**src/rtl/flag_sched.sv**
```systemverilog
// flag_sched: N/V/Z condition-flag scoreboard for the pipelined CPU.
// Keeps the architectural flags, counts in-flight flag writers per bit, and
// resolves decode-stage branches (stalling or forwarding from EX as needed).
// Flag bit order everywhere is {N,V,Z} = bits [2:0].
module flag_sched #(
  parameter int MAX_INFLIGHT = 3,
  parameter int CNT_W        = 2
) (
  input  logic       clk,
  input  logic       rst,
  input  logic       id_valid,
  input  logic       id_is_branch,
  input  logic [2:0] id_ccc,
  input  logic [2:0] id_sets,
  input  logic       flush,
  input  logic       ex_wr,
  input  logic [2:0] ex_mask,
  input  logic [2:0] ex_flags,
  output logic [2:0] flags,
  output logic       stall,
  output logic       br_valid,
  output logic       br_taken
);

  localparam logic [CNT_W-1:0] MAX_CNT = CNT_W'(MAX_INFLIGHT);
  localparam logic [CNT_W-1:0] ONE_CNT = CNT_W'(1);

  logic [2:0]       flags_q, flags_d;
  logic             br_valid_q, br_taken_q;
  logic [CNT_W-1:0] pend_q [3];
  logic [CNT_W-1:0] pend_d [3];

  logic [2:0] inc, dec;
  logic [2:0] pend_zero, pend_one, pend_full;
  logic [2:0] resolved, eff, need;
  logic       issue, resolve, taken;
  logic       stall_br, stall_full;

  // Per-bit pending counter and its resolution status for this cycle.
  for (genvar gi = 0; gi < 3; gi++) begin : g_bit
    assign inc[gi]       = issue & id_sets[gi];
    assign dec[gi]       = ex_wr & ex_mask[gi];
    assign pend_zero[gi] = (pend_q[gi] == '0);
    assign pend_one[gi]  = (pend_q[gi] == ONE_CNT);
    assign pend_full[gi] = (pend_q[gi] == MAX_CNT);
    // Settled if nothing is in flight, or the only writer completes right now.
    assign resolved[gi]  = pend_zero[gi] | (pend_one[gi] & dec[gi]);
    assign eff[gi]       = pend_zero[gi] ? flags_q[gi] : ex_flags[gi];

    // Next count: flush clears, inc+dec cancel, decrement saturates at zero.
    always_comb begin
      pend_d[gi] = pend_q[gi];
      if (flush) begin
        pend_d[gi] = '0;
      end else if (inc[gi] && !dec[gi]) begin
        pend_d[gi] = pend_q[gi] + ONE_CNT;
      end else if (dec[gi] && !inc[gi] && !pend_zero[gi]) begin
        pend_d[gi] = pend_q[gi] - ONE_CNT;
      end
    end

    // Counter register.
    always_ff @(posedge clk or posedge rst) begin
      if (rst) begin
        pend_q[gi] <= '0;
      end else begin
        pend_q[gi] <= pend_d[gi];
      end
    end
  end

  // Which flags each condition code reads.
  always_comb begin
    need = 3'b000;
    case (id_ccc)
      3'd0:    need = 3'b001;  // NE
      3'd1:    need = 3'b001;  // EQ
      3'd2:    need = 3'b101;  // GT
      3'd3:    need = 3'b100;  // LT
      3'd4:    need = 3'b101;  // GE
      3'd5:    need = 3'b101;  // LE
      3'd6:    need = 3'b010;  // OV
      default: need = 3'b000;  // UN
    endcase
  end

  // Branch outcome from the effective (stored or forwarded) flags.
  always_comb begin
    taken = 1'b1;
    case (id_ccc)
      3'd0:    taken = ~eff[0];
      3'd1:    taken = eff[0];
      3'd2:    taken = ~eff[0] & ~eff[2];
      3'd3:    taken = eff[2];
      3'd4:    taken = eff[0] | ~eff[2];
      3'd5:    taken = eff[0] | eff[2];
      3'd6:    taken = eff[1];
      default: taken = 1'b1;
    endcase
  end

  assign stall_br   = id_is_branch & |(need & ~resolved);
  // A producer cannot issue into a full counter unless a slot frees this cycle.
  assign stall_full = |(id_sets & pend_full & ~dec);
  assign stall      = id_valid & ~flush & (stall_br | stall_full);
  assign issue      = id_valid & ~stall & ~flush;
  assign resolve    = issue & id_is_branch;

  // EX writes only the masked bits; flush never blocks a write already in EX.
  always_comb begin
    flags_d = flags_q;
    if (ex_wr) begin
      flags_d = (flags_q & ~ex_mask) | (ex_flags & ex_mask);
    end
  end

  // Architectural flags and registered branch result.
  always_ff @(posedge clk or posedge rst) begin
    if (rst) begin
      flags_q    <= 3'b000;
      br_valid_q <= 1'b0;
      br_taken_q <= 1'b0;
    end else begin
      flags_q    <= flags_d;
      br_valid_q <= resolve;
      if (resolve) begin
        br_taken_q <= taken;
      end
    end
  end

  assign flags    = flags_q;
  assign br_valid = br_valid_q;
  assign br_taken = br_taken_q;

endmodule

```
**config.mk**
```make
export PLATFORM = sky130hd
export DESIGN_NAME = flag_sched
export DESIGN_NICKNAME = d
export VERILOG_FILES = /design/src/rtl/flag_sched.sv
export SDC_FILE = /design/constraint.sdc
export NUM_CORES = 1
export LEC_CHECK = 0
export CAP_MARGIN = 5
export CORE_UTILIZATION = 53
export CTS_CLUSTER_DIAMETER = 150
export DETAILED_ROUTE_END_ITERATION = 16
export PLACE_DENSITY_LB_ADDON = 0.3
export SKIP_CTS_REPAIR_TIMING = 1
export SLEW_MARGIN = 20
export SYNTH_ARGS = -nofsm -noshare
export SYNTH_HDL_FRONTEND = slang
export SYNTH_SLANG_ARGS = --single-unit
```
**constraint.sdc**
```tcl
create_clock -name clk -period 4.45 [get_ports clk]
set_input_delay 0.6675 -clock clk [delete_from_list [all_inputs] [get_ports clk]]
set_output_delay 0.6675 -clock clk [all_outputs]
set_load 0.05 [all_outputs]
```
### Word-level counts from Yosys, hierarchy flattened

Cells that the tools add are included.

| storage, ports and cells | value |
|---|---|
| input port bits | 18 |
| word-level logic and storage cells | 102 |
| output and inout port bits | 6 |
| register bits after elaboration | 11 |

| cells by class | value |
|---|---|
| equal/unequal tests | 12 |
| bitwise gates (word level) | 35 |
| reduce and logical (&&, ||, !) cells | 29 |
| $add $sub $neg | 6 |
| mux-type cells | 14 |

Operators with widths:

| kind | number |
|---|---|
| $mux 2 | 9 |
| $and 1x1->1 | 16 |
| $and 3x3->3 | 5 |
| $pmux 3 s4 | 1 |
| $eq 3x3->1 const B | 3 |
| $logic_and 1x1->1 | 9 |
| $logic_not 1->1 | 9 |
| $not 3->3 | 3 |
| $reduce_bool 3->1 | 3 |
| $reduce_or 3->1 | 3 |
| $pmux 1 s7 | 1 |
| $add 2x1->2 const B | 3 |
| $eq 2x1->1 const B | 3 |
| $eq 2x2->1 const B | 3 |
| $eq 3x2->1 const B | 2 |
| $logic_not 2->1 | 3 |
| $or 1x1->1 | 6 |
| $sub 2x1->2 const B | 3 |
| $not 1->1 | 4 |
| $eq 3x1->1 const B | 1 |
| $logic_not 3->1 | 1 |
| $mux 1 | 3 |
| $or 3x3->3 | 1 |
| $reduce_or 2->1 | 1 |

### Longest topological paths before layout

Gate-level depths: netlist of the first run.

| logic depth | value |
|---|---|
| depth after elaboration | 19 |
| depth in mapped cells | 8 |
| mapped depth without buffers | 8 |

### Least setup slack after synthesis of the first run

OpenSTA, ideal clock, no wires.

| timing path | value |
|---|---|
| kind | input port to output port |
| from | input id_ccc[1] |
| to | output stall |
| setup slack | 1616 ps |
| required time | 3783 ps |
| buffers on the path | 0 |
| stages on the path | 7 |
| arrival time | 2166 ps |
| cells stage by stage | inv_1 > ha_1 > inv_1 > a311oi_1 > o31a_4 > nor2_1 > nor2_1 |

| on the way | value |
|---|---|
| word-level cells in the longest chain between the ends | 8 |
| elaborated cells between the ends (all ways) | 15 |
| classes of those cells | eq/ne: 6; mux: 1; bitwise: 4; reduce/logical: 4 |

RTL lines:

| item | line | RTL |
|---|---|---|
| start: declaration | 13 | `input logic [2:0] id_ccc,` |
| $eq 3x3->1, or another cell as far along | 75 | `case (id_ccc)` |
| $reduce_or 3->1 (no source line) or $reduce_or 2->1 (tied branches) | n/a |  |
| $pmux 3 s4 (*) | 75 |  |
| $and 3x3->3 (*) | 102 | `assign stall_br = id_is_branch & \|(need & ~resolved);` |
| $reduce_or 3->1 (*) | 102 |  |
| $and 1x1->1 (*) | 102 |  |
| $or 1x1->1 (*) | 105 | `assign stall = id_valid & ~flush & (stall_br \| stall_full);` |
| $and 1x1->1 (*) | 105 |  |
| end: declaration | 20 | `output logic stall,` |

Mark *: on every way between the ends. The rest lies on a longest branch, timed or not.

### Worst setup path in the final report of the first run

| timing path | value |
|---|---|
| from | input id_ccc[2] |
| to | output stall |

The elaborated chain is that of the path after synthesis.

==> results.py, run 1 <==
metrics = {
    "cts": {
        "clockBufferDepth": 2,
        "h-tree-depth": 1,
        "cts.sinks": 11,
        "cts_tree": "built",
        "cts_inserted_buffers": 3,
        "cts-root-buf": "clkbuf_4",
        "insertion_delay_ns": 0.26,
        "clk_pin_slew_ns": 0.07,
    },
    "grt": {
        "grt_max_degree": 17,
        "grt_overflow_total": 0,
        "grt_use_met1_pct": 30.22,
        "grt_util_met3_pct": 2.745,
        "grt_usage_pct": 23.04,
        "grt_use_met2_pct": 38.89,
        "grt_pass1_vias": 841,
        "grt_first_pass_wirelength_um": 3581,
        "busiest_layer": "met2",
        "antenna_found_initial": 0,
    },
    "synth": {
        "synth.cell_area_um2": 1044,
        "ys_types": 45,
        "avgSynthCellArea_um2": 9.154,
        "syn_inst": 114,
        "ys_ff_latch": 11,
        "ys_seq_area_share_pct": 26.38,
        "yosys_warnings": 0,
        "syn-num-nets": 144,
    },
    "worst_setup_path": {
        "worst-r2r-cell-count": 7,
        "slowest_delay_ns": 0.81,
        "critPathKind": "input port to output pin",
        "cp_cell_sequence": "clkdlybuf4s50_1, inv_1, ha_1, inv_1, a311oi_1, o31a_4, nor2_1, nor2_1, clkdlybuf4s50_1",
        "cp-end-kind": "output pin",
        "worstReg2RegEnd": "pend_q[0]",
        "cp-start-kind": "input port",
        "r2r_slack_ns": 1.99,
        "crit_required_ns": 3.78,
        "critPathArrivalTime_ns": 3.13,
        "crit_path_max_fanout": 8,
        "critical_path.slowest_cell": "clkdlybuf4s50_1",
        "reg2reg_from": "pend_q[2]",
    },
    "placement": {
        "placedCellCount": 159,
        "place.gp.congestion": 0.7253,
        "dpl_cell_area_um2": 1279,
        "port_buffers": 23,
        "dp_worst_setup_slack_ns": 0.6546,
        "dp_hpwl_um": 1698,
    },
    "floorplan": {
        "dieArea_um2": 2150,
        "pin_count": 24,
        "start_util_pct": 58.53,
        "fp.dieH_um": 46.37,
        "core_um2": 1783,
        "die_w_um": 46.37,
        "rows": 15,
    },
    "min_path": {
        "hp-start": "br_taken",
        "min_path_cells": 1,
        "hold_path_class": "flip-flop to flip-flop",
        "whs_endpoint": "br_taken",
    },
    "detailed_routing": {
        "first_pass_iters": 4,
        "wl_um": 2187,
        "drt-initial-drc-count": 29,
        "wl_per_cell_um": 13.42,
        "antenna_left": 0,
        "drc": 0,
        "vias": 933,
        "viasPerCell": 5.724,
    },
    "cells_and_area": {
        "final_nets": 169,
        "final_util_pct": 73.19,
        "antenna_cells": 0,
        "syn_to_final_growth_pct": 25.06,
        "fin_area_um2": 1305,
        "final_cells": 163,
        "drive_gt1_share_pct": 9.420,
    },
    "timing": {
        "slew_headroom_pct": 66.64,
        "final.period_utilization_pct": 85.36,
        "setup_viol": 0,
        "fmax_mhz": 263.3,
        "fin_skew_ns": 0.002097,
        "worst_pin_slew_ns": 0.4989,
        "final.setup.worst_slack_ns": 0.6517,
        "finalHoldViolCount": 0,
        "drv_slew": 0,
        "rsz0062_at_grt": "no",
        "layout_min_cycle_time_ns": 3.798,
        "tns_ns": 0,
    },
    "power": {
        "power.density_nw_per_um2": 270.1,
        "p_leak_nw": 0.5741,
        "ir_drop_mv": 0.1503,
    },
    "job": {
        "cap_viol_max_count": 0,
    },
    "outcome": {
        "status": "finished clean",
    },
}
-- metrics by stage --
stage	hold WS, ns	total power [mW]
detailed placement	0.5070	0.2856
finish	0.5168	0.3525
global placement	0.4913	0.2812
floorplan	0.5199	0.2336
global route	0.5347	0.3760
CTS	0.5252	0.3566
-- logic make-up (layout without fill, tap and decap cells) --
kind of cell    after synthesis  after routing  synth area share, %
buf+inv                      16             40                7.194
xor+xnor                      2              2                1.679
compound gates               23             23                18.23
fa+ha+maj                    12             12                14.39
simple gates                 40             40                21.59
mux                          10             10                10.55
flops                        11             11                26.38
-- cell type report --
cell class | instances | area, um^2
inverter | 13 | 48.80
fill | 136 | 478.0
sequential | 11 | 275.3
multi-input combinational | 87 | 693.2
clock buffer | 4 | 26.28
tap | 25 | 31.28
timing repair buffer | 23 | 230.2
-- worst max-delay path: cells and delay by family --
family | cells | cell delay, ns
and+or+nand+nor | 2 | 0.14
adders and majority gates | 1 | 0.28
buffers and inverters | 4 | 1.56
AOI/OAI and AO/OA | 2 | 0.48
-- placed cells by master (no fill, tap or decap), types with 2 or more instances in the layout --
| master | synthesis | final |
|---|---|---|
| a21boi_0 | 2 | 2 |
| a22oi_1 | 2 | 2 |
| a311oi_1 | 2 | 2 |
| a32oi_1 | 2 | 2 |
| clkbuf_4 | 0 | 3 |
| clkdlybuf4s50_1 | 0 | 23 |
| dfrtp_1 | 11 | 11 |
| ha_1 | 12 | 12 |
| inv_1 | 13 | 13 |
| mux2_2 | 7 | 7 |
| mux2i_1 | 2 | 2 |
| nand2_1 | 6 | 6 |
| nand3_1 | 4 | 4 |
| nand4b_1 | 2 | 2 |
| nor2_1 | 13 | 13 |
| o211ai_1 | 2 | 2 |
| o31ai_1 | 2 | 2 |
| or3_1 | 2 | 2 |
| xnor2_1 | 2 | 2 |
-- layer usage --
layer,vias to the layer above,share of wire [%]
met4,0,0.59
met2,28,47
li1,469,-
met1,434,47
met3,2,4.9
met5,-,0
-- how the worst max path moves through the flow --
stage | end | slack (ns) | startpoint
3_3_place_gp | stall | 0.70 | id_ccc[2]
6_report | stall | 0.65 | id_ccc[2]
4_1_cts | stall | 0.65 | id_ccc[2]
3_5_place_dp | stall | 0.65 | id_ccc[2]
5_1_grt | stall | 0.46 | id_ccc[2]
2_1_floorplan | stall | 1.62 | id_ccc[1]
-- cells in the mapped netlist (all sizes together) --
cell type	n	area share [%]
a2111o	1	1.1
a2111oi	1	0.84
a21boi	3	2.2
a21oi	1	0.48
a22oi	2	1.4
a311o	1	0.96
a311oi	2	1.7
a31oi	1	0.60
a32oi	2	1.7
and2	1	0.60
and3	1	0.60
and4b	1	0.96
buf	2	1.6
dfrtp	11	26
dlygate4sd3	1	0.96
ha	12	14
inv	13	4.7
mux2	8	8.6
mux2i	2	1.9
nand2	6	2.2
nand2b	1	0.60
nand3	4	1.9
nand3b	1	0.72
nand4	1	0.60
nand4b	2	1.7
nor2	14	5.8
nor2b	1	0.60
nor3	1	0.48
nor3b	1	0.72
o211ai	2	1.4
o21ai	1	0.48
o22ai	1	0.60
o31a	2	2.5
o31ai	2	1.4
o32ai	1	0.84
or2b	1	0.72
or3	2	1.2
or4b	2	2.3
xnor2	2	1.7
-- where the power goes --
part | internal [mW] | total (mW) | leakage, nW | switching [mW]
clock | 0.0346 | 0.0689 | 0.0150 | 0.0343
sequential | 0.114 | 0.123 | 0.142 | 0.00946
combinational | 0.0706 | 0.161 | 0.417 | 0.0899
Note: power is estimated with default switching activity, not from simulation.
==> inputs of run 2 (changes only) <==
CORE_UTILIZATION = 50   (was 53)
==> run 2 against run 1 <==
Against the previous run: non-clock buffer count unchanged; register-to-register slack hardly changed; critical endpoint unchanged; worst hold slack worse by 0.0051 ns.
==> results.py, run 2 (synthesis results as in run 1) <==
metrics = {
    "outcome": {
        "status": "finished clean",
    },
    "worst_setup_path": {
        "critPathKind": "input port to output pin",
        "cp_cell_sequence": "clkdlybuf4s50_1, inv_1, ha_1, inv_1, a311oi_1, o31a_4, nor2_1, nor2_1, clkdlybuf4s50_1",
        "crit_required_ns": 3.78,
        "critical_path.slowest_cell": "clkdlybuf4s50_1",
        "critPathArrivalTime_ns": 3.16,
        "cp-end-kind": "output pin",
        "cp_top_family": "buffers and inverters",
        "cp-start-kind": "input port",
        "path_buf_inv": 4,
        "crit_path_max_fanout": 6,
        "r2r_slack_ns": 2.00,
        "slowest_delay_ns": 0.81,
    },
    "timing": {
        "final.period_utilization_pct": 86.11,
        "slew_headroom_pct": 65.95,
        "tns_ns": 0,
        "fmax_mhz": 261.0,
        "fin_skew_ns": 0.006025,
        "rsz0062_at_grt": "no",
        "final.setup.worst_slack_ns": 0.6181,
        "worst_pin_slew_ns": 0.5091,
        "layout_min_cycle_time_ns": 3.832,
        "finalHoldViolCount": 0,
        "drv_slew": 0,
        "setup_viol": 0,
        "whs_ns": 0.5117,
    },
    "power": {
        "p_leak_nw": 0.5741,
        "ir_drop_mv": 0.1896,
        "power.density_nw_per_um2": 273.6,
    },
    "detailed_routing": {
        "antenna_left": 0,
        "drt-initial-drc-count": 21,
        "viasPerCell": 5.685,
        "wl_um": 2307,
        "vias": 938,
        "first_pass_iters": 4,
        "wl_per_cell_um": 13.98,
        "drc": 0,
    },
    "job": {
        "cap_viol_max_count": 0,
    },
    "grt": {
        "grt_pass1_vias": 860,
        "grt_usage_pct": 22.86,
        "grt_overflow_total": 0,
        "antenna_found_initial": 0,
        "grt_first_pass_wirelength_um": 3581,
        "grt_max_degree": 17,
    },
    "cts": {
        "clockBufferDepth": 2,
        "cts_inserted_buffers": 3,
        "clk_pin_slew_ns": 0.07,
        "cts.sinks": 11,
        "h-tree-depth": 1,
        "cts_tree": "built",
        "insertion_delay_ns": 0.28,
        "cts-root-buf": "clkbuf_4",
    },
    "floorplan": {
        "start_util_pct": 53.19,
        "core_um2": 1962,
        "dieArea_um2": 2274,
        "rows": 16,
        "fp.dieH_um": 47.69,
        "die_w_um": 47.69,
        "pin_count": 24,
    },
    "min_path": {
        "hold_path_class": "flip-flop to flip-flop",
    },
    "placement": {
        "dp_hpwl_um": 1821,
        "dp_worst_setup_slack_ns": 0.6510,
        "place.gp.congestion": 0.7764,
        "port_buffers": 23,
    },
    "cells_and_area": {
        "layout_common_cells": "clkdlybuf4s50_1 (23), inv_1 (13), nor2_1 (13)",
        "syn_to_final_growth_pct": 25.30,
        "antenna_cells": 0,
        "drive_gt1_share_pct": 9.420,
        "layout_commonest_cell": "clkdlybuf4s50_1",
        "final_nets": 169,
        "fillers": 175,
    },
}
## run 2: cell counts in the layout (fill, tap and decap cells not counted)
Identical to the previous run, type by type.
## run 2: where the power goes
| part | internal [mW] | switching [mW] | total (mW) |
|---|---|---|---|
| Combinational | 0.0705 | 0.0911 | 0.162 |
| Clock | 0.0348 | 0.0379 | 0.0727 |
| Sequential | 0.114 | 0.00994 | 0.124 |
| Total | 0.219 | 0.139 | 0.358 |
## run 2: through the flow
step | total power, mW | util [%] | cells | area [um^2]
2_1_floorplan | 0.2336 | - | 114 | 1044
3_3_place_gp | 0.2812 | 65.31 | 161 | 1281
3_5_place_dp | 0.2870 | 65.31 | 161 | 1281
4_1_cts | 0.3617 | 66.65 | 165 | 1308
6_report | 0.3578 | 66.65 | 165 | 1308
5_1_grt | 0.3808 | 66.65 | 165 | 1308
## run 2: routing by layer
layer  up-vias  share of wire, %  GRT usage (%)
li1        463                 -              -
met1       441                45          26.91
met2        24                47          38.65
met3        10               3.7          3.396
met4         0               3.6          14.44
met5         -                 0              0
## run 2: path summary, 6_finish.rpt
path                            from                    endpoint  cells after the start
max                        id_ccc[1]                       stall                      9
min                         br_taken                    br_taken                      1
max reg2reg                pend_q[2]                   pend_q[0]                      7
min reg2reg                 br_taken                    br_taken                      1
max in group asynchronous        rst  asynchronous set/reset pin                      2
min in group asynchronous        rst                   pend_q[5]                      2
## run 2: cell type report
class                   instances  area, um^2  share of cell area (%)
multi-input cells              87       693.2                   53.01
repair buffers                 23       230.2                   17.61
flip-flops and latches         11       275.3                   21.05
clock buffers                   4       26.28                   2.010
well taps                      27       33.78                   2.584
inverters                      13       48.80                   3.732
==> inputs of run 3 (changes only) <==
PLACE_DENSITY = 0.8   (was default)
PLACE_DENSITY_LB_ADDON = default   (was 0.3)
==> run 3 against run 2 <==
Against the previous run: routed wire length increased by 0.26%; register-to-register slack got worse by 0.02 ns; combinational power about the same; cell count unchanged; clock skew decreased by 0.0052 ns; via count increased by 0.21%; non-clock buffer count unchanged; worst hold slack improved by 0.0096 ns; sequential cell count unchanged; critical endpoint unchanged.
==> results.py, run 3 (synthesis results as in run 1) <==
metrics = {
    "floorplan": {
        "dieArea_um2": 2274,
        "fp.dieH_um": 47.69,
        "pin_count": 24,
        "rows": 16,
        "die_w_um": 47.69,
        "start_util_pct": 53.19,
        "core_um2": 1962,
    },
    "worst_setup_path": {
        "cp-start-kind": "input port",
        "crit_path_max_fanout": 8,
        "r2r_slack_ns": 1.98,
        "critPathArrivalTime_ns": 3.15,
        "crit_required_ns": 3.78,
        "cp-end-kind": "output pin",
        "critPathKind": "input port to output pin",
    },
    "placement": {
        "dp_hpwl_um": 1821,
        "place.gp.congestion": 0.7758,
        "port_buffers": 23,
        "dp_worst_setup_slack_ns": 0.6461,
    },
    "grt": {
        "grt_overflow_total": 0,
        "grt_usage_pct": 22.36,
        "grt_max_degree": 17,
        "grt_pass1_vias": 849,
        "antenna_found_initial": 0,
        "grt_first_pass_wirelength_um": 3532,
    },
    "outcome": {
        "status": "finished clean",
    },
    "detailed_routing": {
        "wl_per_cell_um": 14.02,
        "antenna_left": 0,
        "wl_um": 2313,
        "first_pass_iters": 4,
        "drt-initial-drc-count": 23,
        "drc": 0,
        "viasPerCell": 5.697,
        "vias": 940,
    },
    "cells_and_area": {
        "drive_gt1_share_pct": 9.420,
        "syn_to_final_growth_pct": 25.30,
        "final_nets": 169,
        "layout_common_cells": "clkdlybuf4s50_1 (23), inv_1 (13), nor2_1 (13)",
        "layout_commonest_cell": "clkdlybuf4s50_1",
        "antenna_cells": 0,
        "fillers": 182,
    },
    "timing": {
        "slew_headroom_pct": 66.63,
        "fin_skew_ns": 0.0007832,
        "rsz0062_at_grt": "no",
        "final.period_utilization_pct": 85.70,
        "final.setup.worst_slack_ns": 0.6365,
        "worst_pin_slew_ns": 0.4990,
        "drv_slew": 0,
        "finalHoldViolCount": 0,
        "fmax_mhz": 262.2,
        "tns_ns": 0,
        "setup_viol": 0,
        "layout_min_cycle_time_ns": 3.813,
    },
    "min_path": {
        "hold_path_class": "flip-flop to flip-flop",
    },
    "cts": {
        "clk_pin_slew_ns": 0.07,
        "cts.sinks": 11,
        "cts_inserted_buffers": 3,
        "h-tree-depth": 1,
        "insertion_delay_ns": 0.27,
        "cts_tree": "built",
        "cts-root-buf": "clkbuf_4",
        "clockBufferDepth": 2,
    },
    "power": {
        "ir_drop_mv": 0.1750,
        "p_leak_nw": 0.5741,
        "power.density_nw_per_um2": 271.3,
    },
    "job": {
        "cap_viol_max_count": 0,
    },
}
[run 3: cell counts in the layout (fill, tap and decap cells not counted)]
Identical to the previous run, type by type.
[run 3: stage by stage]
stage	cell area, um^2	std cells	hold slack, ns	power, mW	util (%)
2_1_floorplan	1044	114	0.5199	0.2336	-
6_report	1308	165	0.5212	0.3547	66.65
3_3_place_gp	1281	161	0.4910	0.2810	65.31
4_1_cts	1308	165	0.5226	0.3572	66.65
3_5_place_dp	1281	161	0.5064	0.2855	65.31
5_1_grt	1308	165	0.5500	0.3762	66.65
[run 3: routing by layer]
layer  share of wire [%]  global-route usage, %  wire, um
met5                   0                      0         0
met1                  46                  25.87      1054
met4                0.52                  6.667        12
met3                 3.5                  3.396        82
met2                  50                  41.89      1163
[run 3: where the power goes]
group          switching [mW]  total, mW  internal (mW)  leakage (nW)
Sequential             0.0105      0.124          0.114         0.142
Clock                  0.0359     0.0706         0.0347        0.0150
Combinational          0.0895      0.160         0.0705         0.417
[run 3: cell type report]
class / instances / area, um^2 / share of cell area [%]
sequential: 11 / 275.3 / 21.05
tap: 27 / 33.78 / 2.584
inverter: 13 / 48.80 / 3.732
timing repair buffer: 23 / 230.2 / 17.61
clock buffer: 4 / 26.28 / 2.010
multi-input combinational: 87 / 693.2 / 53.01
[run 3: worst paths after layout]
path | from | end | cells past startpoint
max | id_ccc[2] | stall | 9
min | br_taken | br_taken | 1
max reg2reg | pend_q[5] | pend_q[0] | 8
min reg2reg | br_taken | br_taken | 1
max in group asynchronous | rst | asynchronous set/reset pin | 2
min in group asynchronous | rst | br_valid | 2
[run 3: worst max-delay path, cell delays in order]
cell and delay (ns):
clkdlybuf4s50_1 0.62, inv_1 0.13, ha_1 0.29, inv_1 0.03
a311oi_1 0.25, o31a_4 0.22, nor2_1 0.05, nor2_1 0.08
clkdlybuf4s50_1 0.81
